$ cat src/rtl/writeback_stage_if.sv
// Writeback stage bus: in-order pipeline result, long-latency handshake, hazard status.
interface writeback_stage_if #(
  parameter int unsigned XLEN           = 32,
  parameter int unsigned REG_ADDR_WIDTH = 5
);
  logic                      pipe_valid;
  logic [REG_ADDR_WIDTH-1:0] pipe_rd;
  logic                      pipe_is_load;
  logic [2:0]                pipe_funct3;
  logic [1:0]                pipe_byte_off;
  logic [XLEN-1:0]           pipe_result;
  logic [XLEN-1:0]           pipe_load_data;

  logic                      lu_valid;
  logic                      lu_ready;
  logic [REG_ADDR_WIDTH-1:0] lu_rd;
  logic [XLEN-1:0]           lu_result;

  logic                      stall_req;
  logic                      pend_valid;
  logic [REG_ADDR_WIDTH-1:0] pend_rd;

  // Upstream side: pipeline and long-latency unit drive results, observe status.
  modport master (
    output pipe_valid, pipe_rd, pipe_is_load, pipe_funct3, pipe_byte_off,
           pipe_result, pipe_load_data, lu_valid, lu_rd, lu_result,
    input  lu_ready, stall_req, pend_valid, pend_rd
  );

  // Writeback side.
  modport slave (
    input  pipe_valid, pipe_rd, pipe_is_load, pipe_funct3, pipe_byte_off,
           pipe_result, pipe_load_data, lu_valid, lu_rd, lu_result,
    output lu_ready, stall_req, pend_valid, pend_rd
  );
endinterface

$ cat src/rtl/writeback_stage.sv
// Final integer pipeline stage: merges in-order and long-latency results into
// the register file write port, extracts RV32 load data, buffers one
// long-latency result with an anti-starvation stall.
// Optional feature macro: WB_MISALIGN_CHECK_EN (suppress misaligned LH/LHU/LW
// writes and pulse misalign_err).
module writeback_stage #(
  parameter int unsigned XLEN           = 32,
  parameter int unsigned REG_ADDR_WIDTH = 5,
  parameter int unsigned STARVE_LIMIT   = 4
) (
  input  logic                      clk,
  input  logic                      reset,
  writeback_stage_if.slave          wb,
  output logic                      rf_we,
  output logic [REG_ADDR_WIDTH-1:0] rf_waddr,
  output logic [XLEN-1:0]           rf_wdata,
  output logic                      misalign_err
);

  localparam int unsigned CNT_W = $clog2(STARVE_LIMIT + 1);

  typedef enum logic {
    ST_EMPTY = 1'b0,
    ST_PEND  = 1'b1
  } state_t;

  state_t                    state_q, state_d;
  logic [REG_ADDR_WIDTH-1:0] pend_rd_q, pend_rd_d;
  logic [XLEN-1:0]           pend_data_q, pend_data_d;
  logic [CNT_W-1:0]          cnt_q, cnt_d;
  logic                      rf_we_d;
  logic [REG_ADDR_WIDTH-1:0] rf_waddr_d;
  logic [XLEN-1:0]           rf_wdata_d;

  logic                      lu_ready_c;
  logic                      stall_c;
  logic                      lu_acc_c;
  logic                      pipe_wr_c;
  logic                      misalign_c;
  logic [XLEN-1:0]           pipe_data_c;

  // RV32 load extraction from the aligned memory word.
  function automatic logic [XLEN-1:0] extract_load(input logic [2:0]      funct3,
                                                   input logic [1:0]      off,
                                                   input logic [XLEN-1:0] word);
    logic [7:0]      b;
    logic [15:0]     h;
    logic [XLEN-1:0] res;
    case (off)
      2'd0:    b = word[7:0];
      2'd1:    b = word[15:8];
      2'd2:    b = word[23:16];
      default: b = word[31:24];
    endcase
    h = off[1] ? word[31:16] : word[15:0];
    case (funct3)
      3'b000:  res = {{(XLEN-8){b[7]}}, b};
      3'b001:  res = {{(XLEN-16){h[15]}}, h};
      3'b010:  res = word;
      3'b100:  res = {{(XLEN-8){1'b0}}, b};
      3'b101:  res = {{(XLEN-16){1'b0}}, h};
      default: res = '0;
    endcase
    return res;
  endfunction

  // Status is derived from state only; no path from lu_valid to lu_ready.
  assign lu_ready_c    = (state_q == ST_EMPTY);
  assign stall_c       = (state_q == ST_PEND) && (cnt_q == CNT_W'(STARVE_LIMIT));
  assign wb.lu_ready   = lu_ready_c;
  assign wb.stall_req  = stall_c;
  assign wb.pend_valid = (state_q == ST_PEND);
  assign wb.pend_rd    = pend_rd_q;

  assign lu_acc_c    = wb.lu_valid && lu_ready_c;
  assign pipe_wr_c   = wb.pipe_valid && (wb.pipe_rd != '0);
  assign pipe_data_c = wb.pipe_is_load
                     ? extract_load(wb.pipe_funct3, wb.pipe_byte_off, wb.pipe_load_data)
                     : wb.pipe_result;

`ifdef WB_MISALIGN_CHECK_EN
  // Halfword loads at odd offsets and word loads at any nonzero offset.
  assign misalign_c = wb.pipe_is_load &&
                      ((((wb.pipe_funct3 == 3'b001) || (wb.pipe_funct3 == 3'b101)) &&
                        wb.pipe_byte_off[0]) ||
                       ((wb.pipe_funct3 == 3'b010) && (wb.pipe_byte_off != 2'b00)));
`else
  assign misalign_c = 1'b0;
`endif

  // Source selection, pending buffer and starve counter next-state.
  always_comb begin
    state_d     = state_q;
    pend_rd_d   = pend_rd_q;
    pend_data_d = pend_data_q;
    cnt_d       = cnt_q;
    rf_we_d     = 1'b0;
    rf_waddr_d  = rf_waddr;
    rf_wdata_d  = rf_wdata;

    if (stall_c) begin
      rf_we_d    = 1'b1;
      rf_waddr_d = pend_rd_q;
      rf_wdata_d = pend_data_q;
      state_d    = ST_EMPTY;
      cnt_d      = '0;
    end else if (pipe_wr_c) begin
      if (!misalign_c) begin
        rf_we_d    = 1'b1;
        rf_waddr_d = wb.pipe_rd;
        rf_wdata_d = pipe_data_c;
      end
      if (state_q == ST_PEND) begin
        cnt_d = cnt_q + CNT_W'(1);
      end else if (lu_acc_c && (wb.lu_rd != '0)) begin
        state_d     = ST_PEND;
        pend_rd_d   = wb.lu_rd;
        pend_data_d = wb.lu_result;
        cnt_d       = '0;
      end
    end else if (state_q == ST_PEND) begin
      rf_we_d    = 1'b1;
      rf_waddr_d = pend_rd_q;
      rf_wdata_d = pend_data_q;
      state_d    = ST_EMPTY;
      cnt_d      = '0;
    end else if (lu_acc_c && (wb.lu_rd != '0)) begin
      rf_we_d    = 1'b1;
      rf_waddr_d = wb.lu_rd;
      rf_wdata_d = wb.lu_result;
    end
  end

  // State and registered write-port outputs.
  always_ff @(posedge clk) begin
    if (reset) begin
      state_q     <= ST_EMPTY;
      pend_rd_q   <= '0;
      pend_data_q <= '0;
      cnt_q       <= '0;
      rf_we       <= 1'b0;
      rf_waddr    <= '0;
      rf_wdata    <= '0;
    end else begin
      state_q     <= state_d;
      pend_rd_q   <= pend_rd_d;
      pend_data_q <= pend_data_d;
      cnt_q       <= cnt_d;
      rf_we       <= rf_we_d;
      rf_waddr    <= rf_waddr_d;
      rf_wdata    <= rf_wdata_d;
    end
  end

`ifdef WB_MISALIGN_CHECK_EN
  // Error pulse lands in the cycle the suppressed write would have appeared.
  always_ff @(posedge clk) begin
    if (reset) begin
      misalign_err <= 1'b0;
    end else begin
      misalign_err <= pipe_wr_c && !stall_c && misalign_c;
    end
  end
`else
  assign misalign_err = 1'b0;
`endif

endmodule

$ cat src/flat_wrapper.sv
// flat-port wrapper written by rule: the top's interface ports become plain ports
module writeback_stage_flat 
#(
  parameter int unsigned XLEN           = 32,
  parameter int unsigned REG_ADDR_WIDTH = 5,
  parameter int unsigned STARVE_LIMIT   = 4
)
  (clk, reset, rf_we, rf_waddr, rf_wdata, misalign_err, wb_pipe_valid, wb_pipe_rd, wb_pipe_is_load, wb_pipe_funct3, wb_pipe_byte_off, wb_pipe_result, wb_pipe_load_data, wb_lu_valid, wb_lu_rd, wb_lu_result, wb_lu_ready, wb_stall_req, wb_pend_valid, wb_pend_rd);
  writeback_stage_if #(.XLEN(XLEN), .REG_ADDR_WIDTH(REG_ADDR_WIDTH)) wb_i ();
  input  logic clk;
  input  logic reset;
  output logic rf_we;
  output logic [REG_ADDR_WIDTH-1:0] rf_waddr;
  output logic [XLEN-1:0] rf_wdata;
  output logic misalign_err;
  input wire logic [$bits(wb_i.pipe_valid)-1:0] wb_pipe_valid;
  input wire logic [$bits(wb_i.pipe_rd)-1:0] wb_pipe_rd;
  input wire logic [$bits(wb_i.pipe_is_load)-1:0] wb_pipe_is_load;
  input wire logic [$bits(wb_i.pipe_funct3)-1:0] wb_pipe_funct3;
  input wire logic [$bits(wb_i.pipe_byte_off)-1:0] wb_pipe_byte_off;
  input wire logic [$bits(wb_i.pipe_result)-1:0] wb_pipe_result;
  input wire logic [$bits(wb_i.pipe_load_data)-1:0] wb_pipe_load_data;
  input wire logic [$bits(wb_i.lu_valid)-1:0] wb_lu_valid;
  input wire logic [$bits(wb_i.lu_rd)-1:0] wb_lu_rd;
  input wire logic [$bits(wb_i.lu_result)-1:0] wb_lu_result;
  output wire logic [$bits(wb_i.lu_ready)-1:0] wb_lu_ready;
  output wire logic [$bits(wb_i.stall_req)-1:0] wb_stall_req;
  output wire logic [$bits(wb_i.pend_valid)-1:0] wb_pend_valid;
  output wire logic [$bits(wb_i.pend_rd)-1:0] wb_pend_rd;
  assign wb_i.pipe_valid = wb_pipe_valid;
  assign wb_i.pipe_rd = wb_pipe_rd;
  assign wb_i.pipe_is_load = wb_pipe_is_load;
  assign wb_i.pipe_funct3 = wb_pipe_funct3;
  assign wb_i.pipe_byte_off = wb_pipe_byte_off;
  assign wb_i.pipe_result = wb_pipe_result;
  assign wb_i.pipe_load_data = wb_pipe_load_data;
  assign wb_i.lu_valid = wb_lu_valid;
  assign wb_i.lu_rd = wb_lu_rd;
  assign wb_i.lu_result = wb_lu_result;
  assign wb_lu_ready = wb_i.lu_ready;
  assign wb_stall_req = wb_i.stall_req;
  assign wb_pend_valid = wb_i.pend_valid;
  assign wb_pend_rd = wb_i.pend_rd;
  writeback_stage #(.XLEN(XLEN), .REG_ADDR_WIDTH(REG_ADDR_WIDTH), .STARVE_LIMIT(STARVE_LIMIT)) u_core (.clk(clk), .reset(reset), .wb(wb_i), .rf_we(rf_we), .rf_waddr(rf_waddr), .rf_wdata(rf_wdata), .misalign_err(misalign_err));
endmodule
$ cat config.mk
export PLATFORM = sky130hd
export DESIGN_NAME = writeback_stage_flat
export DESIGN_NICKNAME = d
export VERILOG_FILES = /design/src/rtl/writeback_stage_if.sv /design/src/rtl/writeback_stage.sv /design/src/flat_wrapper.sv
export SDC_FILE = /design/constraint.sdc
export NUM_CORES = 1
export LEC_CHECK = 0
export ABC_AREA = 1
export BUFFER_PORTS_ARGS = -buffer_cell sky130_fd_sc_hd__buf_2
export CAP_MARGIN = 40
export CORE_MARGIN = 2
export CORE_UTILIZATION = 49
export DETAILED_ROUTE_END_ITERATION = 12
export GPL_TIMING_DRIVEN = 0
export MAX_ROUTING_LAYER = met4
export PLACE_DENSITY = 0.79
export SYNTH_ARGS = -nofsm -noshare
export SYNTH_HDL_FRONTEND = slang
export SYNTH_SLANG_ARGS = --single-unit
export TNS_END_PERCENT = 20
$ cat constraint.sdc
create_clock -name clk -period 2.1 [get_ports clk]
set_clock_uncertainty 0.1 [all_clocks]
set_input_delay 0 -clock clk [delete_from_list [all_inputs] [get_ports clk]]
set_output_delay 0 -clock clk [all_outputs]
set_load 0.02 [all_outputs]
==> run summary <==
Post-Route WL - 20000 um
Least-Margin Pin Slew - 0.568 ns
Syn nets - 1078
Via count of the first global-routing pass - 6380
Total global routing overflow - 0
Slowest-stage cell, CP - dlygate4sd3_1
Post-synth EDFFs - 0
Global-route wire length before repair - 31700 um
Most instantiated library cell after synthesis - nand2_1
Layout Nets - 1319
Sequential-to-total area share from yosys stat - 28.3%
Class of the most critical setup path - reg2reg
Capture point of the worst path - u_core.wb.pend_rd[4]
Number of antenna violations at the first check in global routing - 0
Num rows - 38
Number of synthesized register bits - 79
Post-detailed-route via-to-cell ratio - 5.29
WP data required - 2.23 ns
Worst-case reg-to-reg path depth - 7
Synth area leader - dfxtp_1
Area of the core - 0.0110 mm^2
Net switching component of the power - 1500 uW
Filler-free cell count of the finished design - 1346
# placed instances - 1259
Top-level I/O count - 163
Bufs and invs on worst path - 2
Data arrival time at the worst-slack endpoint - 2.12 ns
Cell family with most CP delay - buffers and inverters
Area of the mapped netlist - 0.00558 mm^2
Count of H-tree levels built during CTS - 3
Ratio of final minimum period to clock period - 94.8%
Total power - 4550 uW
Count of maximum capacitance violations - 0
Total number of vias - 7116
Clock Pin Slew Worst Setup and Hold Paths - 0.06 ns
Worst Setup Slack, final - 0.108 ns
Most instantiated flip-flop cell in the synthesis netlist - dfxtp_1
Cells along the critical path - nor2_1 > nand2_2 > nor2_4 > inv_2 > nand2_1 > a21oi_1 > dlygate4sd3_1
Setup repair after global routing missed its margin - false
Fraction of layout cells with a size suffix above 1 - 20.5%
Clock period minus final worst setup slack - 1.99 ns
Average routed wire per standard cell - 14.9 um
TritonCTS Sinks - 79
GR Util All Layers - 32.9%
Maximum single-stage delay on the critical path - 0.56 ns
Library cell used as clock root buffer - clkbuf_16
Die height - 111 um
VDD IR-drop max - 475 uV
Critical path origin - u_core.wb.pend_valid
Post-Layout Inst Area - 0.00755 mm^2
Area of the die - 0.0123 mm^2
X dimension of the die - 111 um
DP Wirelength - 14200 um
Number of standard cells after synthesis - 960
Iter 0 DRT Violations - 653
Post-synthesis async set-or-reset flop share - 0%
Post-synth top area share - 28.3%
Maximum fanout along the worst path - 14
Proportion of power drawn by combinational gates - 28.1%
Top cells by count, synth - nand2_1 (264), o21ai_0 (130), a21oi_1 (126), inv_1 (125), dfxtp_1 (79)
Startpoint types - register
Crit Reg-Reg Endpoint - u_core.wb.pend_rd[4]
Cells taking the most area after synthesis - dfxtp_1 (28%), nand2_1 (18%), o21ai_0 (12%)
Number of hold violations in the final report - 0
Reg2reg setup slack - 0.11 ns
Fmax achieved - 502 MHz
Filler Cells Inserted - 991
Clock network fraction of design power - 34.8%
Count of distinct cell types in the synthesized netlist - 32
Sequential Power Share - 37.1%
Power density cells - 602 mW/mm^2
Post-route DRC - 0
Status - finished, final reports clean
Final-layout setup total negative slack - 0 ns
Clock tree from TritonCTS - yes
Number of nets with antenna violations after routing - 0
Int Power - 3050 uW
Leak - 0.00384 uW
Global placement routability congestion - 1.02
Standard cell area after detailed placement - 0.00655 mm^2
Avg Cell Area, Syn - 5.81 um^2
Rel. slew slack - 62.1%
CTS Buf Count - 9
Hold WC Path Type - in2reg
Detailed Routing Iterations Pass 1 - 5
Effective utilization at floorplan - 50.8%
Final setup fails - 0
Worst skew pair latency - 0.35 ns
Setup slack at placement - 0.292 ns
Largest net degree at the start of global routing - 14
Antenna diodes - 0
PortBufs - 159
Syn. warnings - 0
Final number of max-transition violations - 0
Area growth from synthesis to layout - 35.3%
Maximum root-to-sink buffer count - 2
Worst setup EP type - register
Critical register-to-register path startpoint - u_core.wb.pend_valid
Stages on worst setup path - 7
Switching part of the total power - 33.0%
[logic make-up (layout without fill, tap and decap cells)]
| kind of cell | count (synthesis) | in the layout | synth area share, % |
|---|---|---|---|
| compound gates | 270 | 270 | 24.8 |
| fa+ha+maj | 2 | 2 | 0.448 |
| buf+inv | 195 | 441 | 15.1 |
| flops | 79 | 79 | 28.3 |
| mux | 1 | 1 | 0.179 |
| other cells | 1 | 1 | 0.0672 |
| simple gates | 412 | 412 | 31.0 |
[power by group through the flow]
stage	clock, uW	sequential [uW]	combinational, uW
detailed placement	0	1720	1140
floorplan	0	1810	637
global placement	0	1710	1140
finish	1580	1690	1280
CTS	1580	1680	1250
global route	1650	1700	1410
[worst min path at each step]
stage / start / endpoint / slack [ns] / cells past startpoint
after global routing: wb_pipe_valid / u_core.wb.pend_rd[3] / 0.04 / 4
after global placement: reset / u_core.wb.pend_rd[4] / 0.11 / 2
final: wb_pipe_result[21] / u_core.rf_wdata[21] / 0.002 / 5
after detailed placement: reset / u_core.wb.pend_rd[4] / 0.12 / 2
after floorplan: reset / u_core.wb.pend_rd[4] / -0.03 / 1
after CTS: wb_pipe_result[20] / u_core.rf_wdata[20] / 0.0009 / 5
[through the flow]
step           util (%)  hold WS (ns)
2_1_floorplan         -       -0.0309
4_1_cts            68.5      0.000872
3_5_place_dp       59.7         0.116
6_report           68.7       0.00208
3_3_place_gp       59.7         0.112
5_1_grt            68.7        0.0396
[cells in the final DEF, fill, tap and decap left out, types with 2 or more instances in the layout]
cell type	netlist	layout
dlygate4sd3_1	0	68
dfxtp_1	79	79
clkinvlp_4	0	2
nand4_1	2	2
clkbuf_1	20	22
o21ai_0	130	130
nor2_1	64	64
nand2_4	2	2
buf_4	4	8
nand2_1	264	264
ha_1	2	2
inv_2	3	3
a21oi_1	126	126
o21ai_1	4	4
nand3_1	62	62
buf_6	8	8
inv_1	125	125
nor2_4	4	4
clkinv_2	1	2
buf_2	27	185
nand3_2	3	3
a21oi_2	8	8
nand2_2	7	7
buf_1	5	5
clkbuf_16	0	9
[per-layer routing]
metal | global-route usage (%) | vias to the layer above | wire length, um | share of wire (%)
li1 | - | 3535 | - | -
met1 | 43.1 | 3198 | 8540 | 43
met2 | 52.5 | 339 | 9200 | 46
met3 | 4.65 | 44 | 1720 | 8.6
met4 | 11.2 | 0 | 563 | 2.8
met5 | - | - | 0 | 0
[timing repair]
item	CTS	global route
hold buffers	68	0
endpoints found under the setup margin	0	1
resized for setup	0	0
hold endpoints to repair	67	0
buffers inserted	0	4
[final cells by class]
| cell class | count | area, um^2 | share of cell area [%] |
|---|---|---|---|
| sequential | 79 | 1580 | 20.9 |
| clock inverter | 5 | 58.8 | 0.779 |
| clock buffer | 11 | 233 | 3.08 |
| tap | 140 | 175 | 2.32 |
| inverter | 130 | 489 | 6.48 |
| buffer | 64 | 349 | 4.62 |
| multi-input combinational | 686 | 3160 | 41.8 |
| timing repair buffer | 231 | 1510 | 20.0 |
[worst reg2reg max path: stages, from the launching register on]
cell and delay (ns):
dfxtp_1 0.37, nor2_1 0.19, nand2_2 0.13, nor2_4 0.21, inv_2 0.17, nand2_1 0.09, a21oi_1 0.06, dlygate4sd3_1 0.56
[sequential cells by signal (all words and copies together), names as in the netlist]
name / count
u_core.wb.pend_valid: 1
u_core.rf_we: 1
u_core.wb.pend_rd: 5
u_core.pend_data_q: 32
u_core.rf_waddr: 5
u_core.rf_wdata: 32
u_core.cnt_q: 3
No activity file was read; power rests on OpenSTA's default activity.
